--- src/rtl/aes_key_mem.sv ---
// AES-128 key expansion and round-key store: expands the cipher key into
// NUM_ROUNDS+1 round keys (one per clock) and serves them by round index.
module aes_key_mem #(
  parameter int NUM_ROUNDS = 10,
  parameter int KEY_W      = 128
) (
  input  logic             clk_i,
  input  logic             rst_i,
  input  logic             init_i,
  input  logic [KEY_W-1:0] key_i,
  input  logic [3:0]       round_i,
  output logic [KEY_W-1:0] round_key_o,
  output logic             ready_o
);

  // state | meaning
  // IDLE  | schedule valid (or reset), waiting for init_i
  // INIT  | store the cipher key as round key 0
  // GEN   | derive one round key per cycle from the previous one
  typedef enum logic [1:0] {IDLE, INIT, GEN} state_e;

  localparam logic [7:0] SBOX [256] = '{
    8'h63, 8'h7c, 8'h77, 8'h7b, 8'hf2, 8'h6b, 8'h6f, 8'hc5, 8'h30, 8'h01, 8'h67, 8'h2b, 8'hfe, 8'hd7, 8'hab, 8'h76,
    8'hca, 8'h82, 8'hc9, 8'h7d, 8'hfa, 8'h59, 8'h47, 8'hf0, 8'had, 8'hd4, 8'ha2, 8'haf, 8'h9c, 8'ha4, 8'h72, 8'hc0,
    8'hb7, 8'hfd, 8'h93, 8'h26, 8'h36, 8'h3f, 8'hf7, 8'hcc, 8'h34, 8'ha5, 8'he5, 8'hf1, 8'h71, 8'hd8, 8'h31, 8'h15,
    8'h04, 8'hc7, 8'h23, 8'hc3, 8'h18, 8'h96, 8'h05, 8'h9a, 8'h07, 8'h12, 8'h80, 8'he2, 8'heb, 8'h27, 8'hb2, 8'h75,
    8'h09, 8'h83, 8'h2c, 8'h1a, 8'h1b, 8'h6e, 8'h5a, 8'ha0, 8'h52, 8'h3b, 8'hd6, 8'hb3, 8'h29, 8'he3, 8'h2f, 8'h84,
    8'h53, 8'hd1, 8'h00, 8'hed, 8'h20, 8'hfc, 8'hb1, 8'h5b, 8'h6a, 8'hcb, 8'hbe, 8'h39, 8'h4a, 8'h4c, 8'h58, 8'hcf,
    8'hd0, 8'hef, 8'haa, 8'hfb, 8'h43, 8'h4d, 8'h33, 8'h85, 8'h45, 8'hf9, 8'h02, 8'h7f, 8'h50, 8'h3c, 8'h9f, 8'ha8,
    8'h51, 8'ha3, 8'h40, 8'h8f, 8'h92, 8'h9d, 8'h38, 8'hf5, 8'hbc, 8'hb6, 8'hda, 8'h21, 8'h10, 8'hff, 8'hf3, 8'hd2,
    8'hcd, 8'h0c, 8'h13, 8'hec, 8'h5f, 8'h97, 8'h44, 8'h17, 8'hc4, 8'ha7, 8'h7e, 8'h3d, 8'h64, 8'h5d, 8'h19, 8'h73,
    8'h60, 8'h81, 8'h4f, 8'hdc, 8'h22, 8'h2a, 8'h90, 8'h88, 8'h46, 8'hee, 8'hb8, 8'h14, 8'hde, 8'h5e, 8'h0b, 8'hdb,
    8'he0, 8'h32, 8'h3a, 8'h0a, 8'h49, 8'h06, 8'h24, 8'h5c, 8'hc2, 8'hd3, 8'hac, 8'h62, 8'h91, 8'h95, 8'he4, 8'h79,
    8'he7, 8'hc8, 8'h37, 8'h6d, 8'h8d, 8'hd5, 8'h4e, 8'ha9, 8'h6c, 8'h56, 8'hf4, 8'hea, 8'h65, 8'h7a, 8'hae, 8'h08,
    8'hba, 8'h78, 8'h25, 8'h2e, 8'h1c, 8'ha6, 8'hb4, 8'hc6, 8'he8, 8'hdd, 8'h74, 8'h1f, 8'h4b, 8'hbd, 8'h8b, 8'h8a,
    8'h70, 8'h3e, 8'hb5, 8'h66, 8'h48, 8'h03, 8'hf6, 8'h0e, 8'h61, 8'h35, 8'h57, 8'hb9, 8'h86, 8'hc1, 8'h1d, 8'h9e,
    8'he1, 8'hf8, 8'h98, 8'h11, 8'h69, 8'hd9, 8'h8e, 8'h94, 8'h9b, 8'h1e, 8'h87, 8'he9, 8'hce, 8'h55, 8'h28, 8'hdf,
    8'h8c, 8'ha1, 8'h89, 8'h0d, 8'hbf, 8'he6, 8'h42, 8'h68, 8'h41, 8'h99, 8'h2d, 8'h0f, 8'hb0, 8'h54, 8'hbb, 8'h16
  };

  state_e           state_q;
  logic [KEY_W-1:0] key_mem_q [NUM_ROUNDS+1];
  logic [KEY_W-1:0] key_reg_q;
  logic [KEY_W-1:0] prev_key_q;
  logic [KEY_W-1:0] next_key_d;
  logic [3:0]       round_ctr_q;
  logic [7:0]       rcon_q;
  logic [7:0]       rcon_d;
  logic             ready_q;

  logic [31:0] w0, w1, w2, w3;
  logic [31:0] rot_w, sub_w, t_w;
  logic [31:0] n0, n1, n2, n3;

  assign w0 = prev_key_q[127:96];
  assign w1 = prev_key_q[95:64];
  assign w2 = prev_key_q[63:32];
  assign w3 = prev_key_q[31:0];

  assign rot_w = {w3[23:0], w3[31:24]};
  assign sub_w = {SBOX[rot_w[31:24]], SBOX[rot_w[23:16]], SBOX[rot_w[15:8]], SBOX[rot_w[7:0]]};
  assign t_w   = sub_w ^ {rcon_q, 24'h0};

  assign n0 = w0 ^ t_w;
  assign n1 = w1 ^ n0;
  assign n2 = w2 ^ n1;
  assign n3 = w3 ^ n2;

  assign next_key_d = {n0, n1, n2, n3};
  assign rcon_d     = {rcon_q[6:0], 1'b0} ^ (rcon_q[7] ? 8'h1b : 8'h00);

  always_ff @(posedge clk_i or posedge rst_i) begin
    if (rst_i) begin
      state_q     <= IDLE;
      ready_q     <= 1'b1;
      key_reg_q   <= '0;
      prev_key_q  <= '0;
      round_ctr_q <= '0;
      rcon_q      <= 8'h01;
      for (int i = 0; i <= NUM_ROUNDS; i++) key_mem_q[i] <= '0;
    end else begin
      case (state_q)
        IDLE: begin
          if (init_i) begin
            key_reg_q <= key_i;
            ready_q   <= 1'b0;
            state_q   <= INIT;
          end
        end
        INIT: begin
          key_mem_q[0] <= key_reg_q;
          prev_key_q   <= key_reg_q;
          round_ctr_q  <= 4'd1;
          rcon_q       <= 8'h01;
          state_q      <= GEN;
        end
        GEN: begin
          key_mem_q[round_ctr_q] <= next_key_d;
          prev_key_q             <= next_key_d;
          rcon_q                 <= rcon_d;
          if (round_ctr_q == 4'(NUM_ROUNDS)) begin
            ready_q <= 1'b1;
            state_q <= IDLE;
          end else begin
            round_ctr_q <= round_ctr_q + 4'd1;
          end
        end
        default: state_q <= IDLE;
      endcase
    end
  end

  // Indices past the last round read as zero rather than aliasing.
  always_comb begin
    round_key_o = '0;
    if (32'(round_i) <= NUM_ROUNDS) round_key_o = key_mem_q[round_i];
  end

  assign ready_o = ready_q;

endmodule

--- config.mk ---
export PLATFORM = sky130hd
export DESIGN_NAME = aes_key_mem
export DESIGN_NICKNAME = d
export VERILOG_FILES = /design/src/rtl/aes_key_mem.sv
export SDC_FILE = /design/constraint.sdc
export NUM_CORES = 2
export LEC_CHECK = 0
export BUFFER_PORTS_ARGS = -buffer_cell sky130_fd_sc_hd__buf_2
export CAP_MARGIN = 20
export CORE_ASPECT_RATIO = 2
export CORE_MARGIN = 2
export CORE_UTILIZATION = 40
export CTS_BUF_LIST = sky130_fd_sc_hd__clkbuf_8
export DETAILED_ROUTE_END_ITERATION = 6
export GPL_TIMING_DRIVEN = 0
export SLEW_MARGIN = 20
export SYNTH_ARGS = -nofsm -noshare
export SYNTH_HDL_FRONTEND = slang
export SYNTH_SLANG_ARGS = --single-unit
--- constraint.sdc ---
create_clock -name clk_i -period 47.8 [get_ports clk_i]
set_input_delay 0 -clock clk_i [delete_from_list [all_inputs] [get_ports clk_i]]
set_output_delay 0 -clock clk_i [all_outputs]
set_load 0.02 [all_outputs]
======== Word level (Yosys, flattened, before mapping) ========
Memories as Yosys holds them, arrays and structs flattened.
Cells that the tools add are included.
storage, ports and cells
  register bits ........................... 1679
  memories ................................ 4
  latch bits .............................. 0
  output and inout bits ................... 129
  bits in writable memories ............... 0
  memory bits (read-only) ................. 8192
cells by class
  $lt $le $gt $ge ......................... 8
  reduce and logical (&&, ||, !) cells .... 8
  $add $sub $neg .......................... 1
  bitwise gates (word level) .............. 12
  shift operators ......................... 0
  $mul .................................... 0
  multiplexer cells ....................... 27
  equality and inequality tests ........... 6
  divide/modulo/power cells ............... 0
memories
  memory            words  bits a word  read ports  clocked after memory_dff  write ports  RTL line  text
  (name not given)  256    8            1           0                         0            61        assign sub_w = {SBOX[rot_w[31:24]], SBOX[rot_w[23:16]], SBOX[rot_w[15:8]], SBOX[rot_w[7:0]]};
  (name not given)  256    8            1           0                         0            61
  (name not given)  256    8            1           0                         0            61
  (name not given)  256    8            1           0                         0            61
operators by type and width
  operator             count
  $bwmux 1408          1
  $bmux 128 s4         1
  $demux 128 s4        1
  $mux 128             4
  $pmux 128 s2         2
  $xor 32x32->32       5
  $mux 8               8
  $ge 9x9->1 const B   4
  $not 8->9            4
  $pmux 8 s2           1
  $ge 5x5->1 const B   2
  $not 4->5            2
  $pmux 4 s2           1
  $xor 8x5->8          1
  $ne 2x2->1 const B   3
  $pmux 2 s3           1
  $reduce_and 2->1     3
  $lt 5x1->1 const B   1
  $mux 5               1
  $add 4x1->4 const B  1
  $eq 4x4->1 const B   1
  $le 4x4->1 const B   1
  $mux 2               2
  $mux 4               1
  8 further kinds      10

======== Depth between registers and ports, before layout ========
  depth after elaboration ................. 11
  depth in mapped cells ................... 18
  depth with buffers taken out ............ 11

======== Worst setup path after synthesis ========
Ideal clock, no wire load.
  path kind ............................... flip-flop to flip-flop
  start point ............................. register prev_key_q[25]
  end point ............................... register key_mem_q[0] in the netlist's numbering
  data required time ...................... 47.667 ns
  path buffers ............................ 4
  cell stages (with the launch flop) ...... 16
  arrival ................................. 4.153 ns
  period minus slack after synthesis ...... 4.286 ns
  slack ................................... 43.514 ns
  path through ............................ dfrtp_1 > buf_2 > clkbuf_1 > inv_1 > ha_1 > and2_1 > clkbuf_1 > nor2_1 > mux4_2 > mux4_2 > mux2i_1 > xnor3_1 > xor2_1 > xnor2_1 > clkbuf_1 > o21ai_0
on the way
  cells in the longest elaborated chain, start to end .. 10
RTL lines
  what                                       RTL line  text
  start: declaration                         44        logic [KEY_W-1:0] prev_key_q;
  start signal: assignment                   92        prev_key_q <= key_reg_q;
  start signal: assignment                   99        prev_key_q <= next_key_d;
  $not 8->9 (implied by the code)            61
  $mem_v2 256x8                              -
  $mux 8 (implied by the code) (2 in a row)  61
  $xor 32x32->32                             62        assign t_w = sub_w ^ {rcon_q, 24'h0};
  $xor 32x32->32                             64        assign n0 = w0 ^ t_w;
  $xor 32x32->32                             65        assign n1 = w1 ^ n0;
  $xor 32x32->32                             66        assign n2 = w2 ^ n1;
  $xor 32x32->32                             67        assign n3 = w3 ^ n2;
  $bwmux 1408                                98        key_mem_q[round_ctr_q] <= next_key_d;
  end signal: indexed assignment             98
  end: declaration                           42        logic [KEY_W-1:0] key_mem_q [NUM_ROUNDS+1];
No other way between the ends. The select of a mux whose other input is x is not followed.
A chain may end at the register's enable or synchronous reset.

======== Final worst setup path ========
  start point ............................. register prev_key_q[8]
  end point ............................... register key_mem_q[530] in the netlist's numbering
Same word-level chain as after synthesis.

==> impl_metrics.toml <==
[logic_synthesis]
synth_xor_area_share_pct = 2.33
yosysTopAreaCellShare_pct = 46.4
syn_nets = 9598
yosysUniqueCellTypes = 107
ys_seq_area_share_pct = 46.5
synth.mux.area_fraction_pct = 13.1
yosys.area_share.simple_pct = 12.8
synthAdderAreaFrac_pct = 0.896
netlist_instances = 9399
yosysWarnings = 0
ys_top_cells_by_area = "dfrtp_1 46%, mux4_2 7.9%, o21ai_0 7.9%"
synth_top_area_cell = "dfrtp_1"
ys.flop_type = "dfrtp_1"
synth_edf_count = 0
avgSynthCellArea_um2 = 9.62
synth_top_family_by_area = "compound AO/OA/AOI/OAI gates"
synth_compound_area_share_pct = 19.5
ys_async_sr_fraction_pct = 100
synthesis.area_um2 = 90500
synth_seq_cells = 1679

[outcome]
status = "finished, final reports clean"

[global_routing]
antenna_found_initial = 77
grt_pass1_wl_um = 735000
grt_util_all_layers_pct = 46.3
grt_max_degree = 113
overflow = 0
grt_pass1_vias = 87800

[worst_setup_path]
reg2reg_to = "key_mem_q[530]$_DFFE_PP0P_"
reg2reg_depth = 16
cp.required_ns = 48.70
ff2ff_setup_slack_ns = 39.07
path_max_fanout = 13
worstSetupPathType = "flop to flop"
critical_path.slowest_cell = "clkbuf_1"
max_stage_delay_ns = 0.90
worst_ep_arrival_time_ns = 9.62
r2r-start = "prev_key_q[8]$_DFFE_PP0P_"
path_cells = "buf_2 > buf_2 > buf_2 > clkinv_1 > ha_1 > clkbuf_1 > inv_1 > o32ai_1 > o21ai_0 > a22o_1 > a221oi_1 > o2111ai_2 > xor2_2 > xnor2_1 > buf_2 > o21ai_0"
worstSetupStartpointType = "flop"
endpoint_kind = "flop"
cp_common_cell = "buf_2"

[die]
die_y_um = 677
io_pins = 264
die_w_um = 340
start_util_pct = 40.3
die-area_um2 = 230000
core-area_um2 = 225000
rows = 246

[drt]
postRouteAntennaNets = 0
post-route-drc-count = 0
via_per_inst = 6.54
dr.pass1.iters = 6
detail_route.wl_per_cell_um = 40.0
drtIter0Drc = 9977
totalWireLength_um = 539000
vias = 88100

[cells_and_area]
syn_to_final_growth_pct = 16.4
drive_above_1_share_pct = 14.9
fin_nets = 10400

[placement]
place_hpwl_um = 412000
io_buffers = 261
gp_congestion = 1.09

[sta]
fin_crit_sh_pct = 18.3
timing.fmax_mhz = 115
relSlewSlack_pct = 3.06
skew_ns = 0.141
finalSetupTns_ns = 0
hold_violations = 0
worstMarginPinSlew_ns = 1.44
fin_crit_ns = 8.73
slew_viol_final = 0
final-setup-viol-count = 0
rsz0062_at_grt = "false"

[clock_tree]
cts.clk_slew.worst_paths_ns = 0.07
cts_buffer_depth = 4
cts_root_buf = "clkbuf_8"
numClockSinks = 1679
insertion_delay_ns = 1.13
cts_tree = "built"
cts_made_buffers = 247
cts_setup_buffers = 0
htreeDepth = 4

[job]
max_cap_viol_count = 0

[hold_path]
min_path_type = "primary input to asynchronous set/reset pin"
-- cell usage after synthesis, types with 39 or more instances --
master and count:
ha_1 64, nor2_1 378, a31oi_1 65, a211oi_1 51, o311ai_0 48, inv_1 68, nand2b_1 95, mux4_2 317
a311oi_1 42, o21ai_1 39, o211ai_1 52, xnor2_1 84, nor3_1 93, xor2_1 39, mux2i_1 302, nor2b_1 104
nand2_1 1581, dfrtp_1 1677, buf_2 130, mux2_2 148, clkbuf_1 749, o22ai_1 342, o21ai_0 1421, a21oi_1 538
nand3_1 99, buf_1 91
-- registers in the layout (all words and copies together), names as in the netlist --
signal and flops:
state_q 2, key_reg_q 128, rcon_q 8, ready_o 1
round_ctr_q 4, prev_key_q 128, key_mem_q 1408
-- worst max-delay path, delay by kind of cell, from the launching register on --
family / cells / cell delay, ns
buffers and inverters: 7 / 3.77
AOI/OAI and AO/OA: 6 / 2.31
xor gates and xnor gates: 2 / 1.26
adders and majority gates: 1 / 0.69
DFF: 1 / 0.46
-- cell type report --
| type | instances | area, um2 |
|---|---|---|
| antenna | 66 | 165 |
| buffer | 1008 | 4270 |
| clock buffer | 307 | 4230 |
| clock inverter | 142 | 1040 |
| fill | 21600 | 119000 |
| inverter | 86 | 330 |
| multi-input combinational | 6626 | 44200 |
| sequential | 1679 | 42000 |
| tap | 2976 | 3720 |
| timing repair buffer | 586 | 5320 |
-- layout by cell type (no fill, tap or decap), drive strengths merged, types with 64 or more instances in the layout --
cell,Yosys,routed
dfrtp,1677,1677
nand2,1581,1581
o21ai,1469,1469
clkbuf,750,1061
buf,258,580
a21oi,540,540
nor2,379,379
o22ai,342,342
mux4,317,317
mux2i,302,302
dlygate4sd3,0,260
mux2,148,148
inv,72,143
nor2b,105,105
nand3,100,100
nand2b,95,95
nor3,93,93
xnor2,91,91
diode,0,66
a31oi,65,65
ha,64,64
-- worst max path at each step --
stage                         startpoint                     endpoint  slack, ns  cells past startpoint
2_1_floorplan                      rst_i     key_mem_q[0]$_DFFE_PP0P_       0.42                      1
3_3_place_gp                       rst_i   key_mem_q[324]$_DFFE_PP0P_     -16.42                      2
3_5_place_dp   prev_key_q[9]$_DFFE_PP0P_  key_mem_q[1046]$_DFFE_PP0P_      39.40                     14
4_1_cts        prev_key_q[9]$_DFFE_PP0P_   key_mem_q[790]$_DFFE_PP0P_      39.39                     14
5_1_grt        prev_key_q[8]$_DFFE_PP0P_   key_mem_q[274]$_DFFE_PP0P_      39.30                     16
6_report       prev_key_q[8]$_DFFE_PP0P_   key_mem_q[530]$_DFFE_PP0P_      39.07                     16
-- metal layers --
layer  up-vias  share of wire [%]  wire [um]  global-route usage, %
met5         -              0.064        347                 0.0210
met4        44                 14      75200                   52.4
met3      2431                8.4      45400                   13.4
met2      5817                 47     252000                   74.0
met1     44300                 31     166000                   45.1
li1      35500                  -          -                      -
-- what timing repair did --
| action | CTS | global route |
|---|---|---|
| hold buffers | 260 | 0 |
| hold endpoints to repair | 531 | 0 |
| gates resized for setup | 0 | 0 |
-- through the flow --
step	hold WS (ns)	cell area (um2)	setup slack [ns]	instances	util, %
after floorplan	0.151	90500	0.416	9399	-
after global placement	0.233	95500	-16.42	12600	42.5
after detailed placement	0.0312	97100	39.40	12700	43.2
after CTS	0.0737	105000	39.39	13400	46.7
after global routing	0.137	105000	39.30	13400	46.8
final	0.103	105000	39.07	13500	46.9
-- cell families after synthesis --
logic type,Yosys count
compound gates,2996
simple gates,2626
flops,1679
buf+inv,1094
mux,767
xor+xnor,172
fa+ha+maj,65
Power is left out: the tool's default activity adds up to more than one toggle a clock period on the data nets, which glitch-free logic cannot reach.
